[config.mk]
export PLATFORM = sky130hd
export DESIGN_NAME = game_sequencer
export DESIGN_NICKNAME = d
export VERILOG_FILES = /design/src/rtl/game_sequencer.sv
export SDC_FILE = /design/constraint.sdc
export NUM_CORES = 1
export LEC_CHECK = 0
export ABC_AREA = 1
export CORE_ASPECT_RATIO = 0.8
export CORE_MARGIN = 10
export CORE_UTILIZATION = 40
export DETAILED_ROUTE_END_ITERATION = 6
export DONT_BUFFER_PORTS = 1
export PLACE_DENSITY = 0.63
export SETUP_SLACK_MARGIN = 0.5
export SLEW_MARGIN = 0
export SYNTH_ARGS = -nofsm -noshare
export SYNTH_HDL_FRONTEND = slang
export SYNTH_SLANG_ARGS = --single-unit
export TNS_END_PERCENT = 5
[constraint.sdc]
create_clock -name CLK -period 1.7 [get_ports CLK]
set_clock_uncertainty 0.05 [all_clocks]
set_input_delay 0.17 -clock CLK [delete_from_list [all_inputs] [get_ports CLK]]
set_output_delay 0.17 -clock CLK [all_outputs]
set_load 0.02 [all_outputs]
[src/rtl/game_sequencer.sv]
// Frame-driven game flow controller: IDLE/SERVE/PLAY/LOST/OVER/WIN with lives tracking.
// Optional pause toggle is built only when GAME_SEQUENCER_PAUSE_EN is defined.
module game_sequencer #(
  parameter int LIVES_INIT        = 3,
  parameter int LOST_Y_PIXEL      = 470,
  parameter int LOST_DELAY_FRAMES = 60
) (
  input  logic        CLK,
  input  logic        RESET,
  input  logic        FRAME_START,
  input  logic        BTN_RELEASE,
  input  logic        BTN_PAUSE,
  input  logic [9:0]  BALL_Y_PIXEL,
  input  logic [71:0] BLOCK_STATE,
  output logic        START_UPDATE,
  output logic        LOGIC_RESET,
  output logic [2:0]  LIVES,
  output logic [2:0]  STATE
);

  typedef enum logic [2:0] {
    S_IDLE   = 3'd0,
    S_SERVE  = 3'd1,
    S_PLAY   = 3'd2,
    S_PAUSED = 3'd3,
    S_LOST   = 3'd4,
    S_OVER   = 3'd5,
    S_WIN    = 3'd6
  } state_e;

  state_e      state_q, state_d;
  logic [2:0]  lives_q, lives_d;
  logic [5:0]  cnt_q, cnt_d;
  logic        start_update_q, start_update_d;
  logic        logic_reset_q, logic_reset_d;
  logic        rel_prev_q, rel_prev_d;
  logic        rel_edge;
  logic        pause_edge;

`ifdef GAME_SEQUENCER_PAUSE_EN
  logic pause_prev_q;
  always_ff @(posedge CLK) begin
    if (RESET)            pause_prev_q <= 1'b0;
    else if (FRAME_START) pause_prev_q <= BTN_PAUSE;
  end
  assign pause_edge = FRAME_START & BTN_PAUSE & ~pause_prev_q;
`else
  logic unused_btn_pause;
  assign unused_btn_pause = BTN_PAUSE;
  assign pause_edge       = 1'b0;
`endif

  // Button edges compare against the sample taken at the previous frame, not the previous cycle.
  assign rel_edge = BTN_RELEASE & ~rel_prev_q;

  always_comb begin
    state_d        = state_q;
    lives_d        = lives_q;
    cnt_d          = cnt_q;
    start_update_d = 1'b0;
    logic_reset_d  = 1'b0;
    rel_prev_d     = rel_prev_q;
    if (FRAME_START) begin
      rel_prev_d     = BTN_RELEASE;
      start_update_d = (state_q == S_SERVE) || (state_q == S_PLAY);
      case (state_q)
        S_IDLE: if (BTN_RELEASE) begin
          state_d       = S_SERVE;
          lives_d       = 3'(LIVES_INIT);
          logic_reset_d = 1'b1;
        end
        S_SERVE: if (BTN_RELEASE) state_d = S_PLAY;
        S_PLAY: begin
          if (BLOCK_STATE == '0) begin
            state_d = S_WIN;
          end else if (BALL_Y_PIXEL >= 10'(LOST_Y_PIXEL)) begin
            state_d = S_LOST;
            cnt_d   = '0;
            lives_d = (lives_q == 3'd0) ? 3'd0 : lives_q - 3'd1;
          end else if (pause_edge) begin
            state_d = S_PAUSED;
          end
        end
        S_PAUSED: if (pause_edge) state_d = S_PLAY;
        S_LOST: begin
          cnt_d = cnt_q + 6'd1;
          if (cnt_d == 6'(LOST_DELAY_FRAMES)) begin
            if (lives_q == 3'd0) begin
              state_d = S_OVER;
            end else begin
              state_d       = S_SERVE;
              logic_reset_d = 1'b1;
            end
          end
        end
        S_OVER, S_WIN: if (rel_edge) begin
          state_d       = S_IDLE;
          logic_reset_d = 1'b1;
        end
        default: state_d = S_IDLE;
      endcase
    end
  end

  always_ff @(posedge CLK) begin
    if (RESET) begin
      state_q        <= S_IDLE;
      lives_q        <= 3'(LIVES_INIT);
      cnt_q          <= '0;
      start_update_q <= 1'b0;
      logic_reset_q  <= 1'b0;
      rel_prev_q     <= 1'b0;
    end else begin
      state_q        <= state_d;
      lives_q        <= lives_d;
      cnt_q          <= cnt_d;
      start_update_q <= start_update_d;
      logic_reset_q  <= logic_reset_d;
      rel_prev_q     <= rel_prev_d;
    end
  end

  assign START_UPDATE = start_update_q;
  assign LOGIC_RESET  = logic_reset_q;
  assign LIVES        = lives_q;
  assign STATE        = state_q;

endmodule

==> results.md <==
Run status:
- The run finished with clean final reports.

Placed design:
- Routability-driven placement finished with a final weighted congestion of 0.849.
- Summed over all nets, the half-perimeter wirelength after detailed placement is 3.12 mm.
- Buffers placed on the I/O ports in this run total 0.

Die:
- The y dimension of the die is 68.1 microns.
- 95 I/O pins were placed.
- The initial core utilization is 41.9%.
- The core region is 0.00277 sq mm.
- The die footprint is 0.00546 sq mm.
- After floorplanning, the core was divided into 17 placement rows.
- The horizontal die dimension is 80.1 microns.

Timing:
- The time the final worst path needs with I/O delays and setup is 1.49 ns.
- The number of hold-slack violations in the final timing report came to 0.
- The setup violation total in the final timing report is 0.
- The pin slew with the least headroom to its limit is 0.346 ns.
- Setup repair after global routing could not meet its margin everywhere.
- The upper clock frequency limit is 670 MHz.
- The remaining max-slew budget at the tightest pin is 76.9%.
- The number of pins exceeding their max-slew limit in the final report came to 0.
- In the finished design, the share of the clock period the worst path needs comes to 87.8%.
- For the final routed database, the setup TNS stands at 0 ns.

Yosys:
- The average cell area after synthesis is 5.70 sq um.
- In the post-synthesis netlist, the biggest area contributors are dfxtp_1 26%, nor2_1 18%, nand2_1 17%.
- In the synthesized netlist, the number of instances is 203.
- The share of the Yosys chip area taken by registers is 25.9%.
- In this run, synthesis produced a sequential element count of 15.
- The count of warnings emitted by yosys is 0.
- After synthesis, the netlist uses 22 different library cells.
- In this run the cell area of the synthesized design comes to 0.00116 sq mm.
- Counting every net in the synthesized netlist gives 294.
- Among all flip-flop cells after synthesis, the most frequent one is dfxtp_1.
- The cell accounting for the most synthesized area is dfxtp_1.
- Of the post-synthesis cell area, the dominant cell type holds 25.9%.
- The count of flip-flops with a built-in enable after synthesis is 0.
- In the synthesized netlist the async set-or-reset flop fraction comes to 0%.

Worst setup path:
- The worst reg2reg path endpoint is STATE[1]$_SDFFE_PP0P_.
- The termination of the worst setup path is STATE[1]$_SDFFE_PP0P_.
- The data arrival time of the worst path is 1.62 ns.
- The worst setup path is launched from a register.
- The worst register-to-register path begins at cnt_q[1]$_SDFFE_PP0P_.
- The worst setup path is captured at a register.
- For the worst setup path, the data required time is 1.83 ns.
- The launch point of the critical path is cnt_q[1]$_SDFFE_PP0P_.
- The number of cells traversed by the worst register-to-register path is 9.
- In this run the worst path has a maximum fanout of 4.
- The class of the most critical setup path is register to register.
- The worst-case register-to-register setup slack is 0.21 ns.

GRT:
- The number of antenna violations at the first check in global routing was 0.
- The largest net degree at the start of global routing is 9.
- The number of global-route vias before repair came to 1246.
- The total global routing track utilization is 12.7%.
- The first global-routing pass estimated 5.71 mm of wire.
- For this run the aggregate overflow at the end of global routing stands at 0.

CTS:
- The clock passes through at most 2 buffers.
- Clock tree synthesis selected as its root buffer the cell clkbuf_4.
- The number of buffers inserted during clock tree synthesis is 3.
- The insertion delay of the later-clocked pin in the worst-skew pair is 0.27 ns.
- Clock-pin slew was measured on the worst setup and hold paths at 0.09 ns.
- The number of clock sinks is 15.
- TritonCTS built the clock tree.
- The deepest level of the CTS H-tree is 1.

Hold path:
- The worst hold path belongs to the class primary input to register.

Power and ir drop:
- The power per cell area is 583 mW/mm^2.
- Overall power consumption after layout is estimated at 0.781 mW.
- The switching component of the power is 0.253 mW.
- The net switching share of the total power is 32.4%.
- The internal power of the cells is 0.528 mW.
- Across the VDD grid, the largest voltage drop is 513 uV.
- For this design the static power due to leakage is 0.561 nW.
- Combinational cells account for 23.0% of the total power.
- The power share of the sequential group is 51.5%.
- Per report_power, the clock group accounts for 25.5% of the total.

Final layout:
- The final layout net count is 306.
- Counting the fill cells in the layout gives 300.
- In the final layout, the share of cells above drive strength 1 is 12.1%.
- The area added between synthesis and finish is 15.8%.
- The final core utilization is 48.5%.
- The final antenna diode count is 0.

Run:
- The number of max-cap violations is 0.

Route:
- After detailed routing, the number of vias per cell comes to 5.12.
- The violation count after the first detailed-route iteration is 44.
- For this block, the routed nets add up to 3.67 mm of wire.
- Summing over every cut layer, the via total after detailed routing is 1291.
- Before antenna repair, the detailed router went through 4 iterations.
- The count of unresolved DRC violations after routing is 0.
- Dividing the detail-routed wire length by the instance count gives 14.6 microns.
- The detail route stage leaves a number of antenna-violating nets equal to 0.
==> power groups by stage <==
stage,logic [mW],registers [mW],clock network (mW)
4_1_cts,0.178,0.402,0.206
2_1_floorplan,0.123,0.420,0
6_report,0.180,0.402,0.199
5_1_grt,0.205,0.407,0.228
3_5_place_dp,0.169,0.413,0
3_3_place_gp,0.163,0.412,0
==> registers in the layout, summed over array words and instances (netlist names) <==
signal,count
cnt_q,6
LIVES,3
STATE,3
LOGIC_RESET,1
START_UPDATE,1
rel_prev_q,1
==> per-stage QoR <==
stage	cell area, sq um	cells	setup slack [ns]	hold slack (ns)
after global placement	1240	243	0.132	0.186
after floorplan	1170	203	0.261	0.289
after global routing	1340	252	0.0591	0.0163
after CTS	1330	252	0.184	0.00337
after detailed placement	1240	243	0.103	0.186
final	1340	252	0.208	0.00889
==> repair_timing <==
item	4_1_cts	5_1_grt
setup buffers	3	0
hold buffers	2	0
setup endpoints to repair	14	15
pin swaps	4	1
endpoints found under the hold margin	9	0
resized for setup	5	3
==> placed cells by master, fill, tap and decap left out <==
cell | Yosys | layout
and3_1 | 1 | 1
nand2_2 | 1 | 1
a21oi_2 | 1 | 2
inv_1 | 23 | 23
buf_4 | 1 | 7
or2_2 | 1 | 1
nor3_4 | 1 | 1
ha_1 | 4 | 3
dfxtp_1 | 15 | 10
nor4_1 | 1 | 1
clkbuf_1 | 1 | 1
xnor2_1 | 1 | 1
o21ai_0 | 7 | 7
dfxtp_2 | 0 | 3
nand3_2 | 0 | 2
clkbuf_4 | 0 | 3
nand4_1 | 8 | 8
nand2_1 | 51 | 51
nand3_1 | 11 | 9
xor2_1 | 2 | 1
ha_4 | 0 | 1
dlygate4sd3_1 | 0 | 2
xor2_2 | 0 | 1
a21oi_1 | 14 | 13
o31ai_1 | 1 | 1
nor2_1 | 56 | 55
nand3b_1 | 1 | 1
nor2_2 | 1 | 2
dfxtp_4 | 0 | 2
==> Yosys cell counts, types with 2 or more instances <==
master / number
nand3_1: 11
nor2_1: 56
a21oi_1: 14
ha_1: 4
nand4_1: 8
nand2_1: 51
xor2_1: 2
o21ai_0: 7
inv_1: 23
dfxtp_1: 15
==> cell type report <==
cell class	count	area (sq um)	share of cell area (%)
Multi-Input combinational cell	163	796	59.4
Sequential cell	15	312	23.2
Inverter	23	86.3	6.44
Timing Repair Buffer	9	72.6	5.42
Tap cell	38	47.5	3.55
Clock buffer	4	26.3	1.96
==> critical path: stages (launching register included) <==
cell and delay, ns:
dfxtp_4 0.38, ha_4 0.14, xor2_2 0.14, nand2_1 0.08, nor2_2 0.09, nand2_1 0.07, a21oi_2 0.19, nand2_2 0.09
nor2_1 0.10, nor2_1 0.05
==> how the worst min path moves through the flow <==
stage                      from                       to  slack [ns]  depth (start not counted)
floorplan           BTN_RELEASE  rel_prev_q$_SDFFE_PP0P_        0.29                          2
global placement          RESET    cnt_q[1]$_SDFFE_PP0P_        0.19                          1
detailed placement        RESET    STATE[0]$_SDFFE_PP0P_        0.19                          1
CTS                       RESET  START_UPDATE$_SDFF_PP0_       0.003                          3
global route              RESET  START_UPDATE$_SDFF_PP0_        0.02                          3
finish                    RESET  START_UPDATE$_SDFF_PP0_       0.009                          3
==> routing by layer <==
metal  global-route usage (%)  routed length [microns]
met2                     23.3                     1840
met5                        0                        0
met4                     1.32                       12
met1                     13.5                     1370
met3                     6.02                      446
==> logic make-up (layout without fill, tap and decap cells) <==
logic type	count (synthesis)	count (layout)	synth area share, %
xor gates and xnor gates	3	3	2.27
DFF	15	15	25.9
and+or+nand+nor	133	133	48.5
AOI/OAI and AO/OA	23	23	10.5
adders and majority gates	4	4	4.32
buffers and inverters	25	36	8.43
No activity file was read; power rests on OpenSTA's default activity.
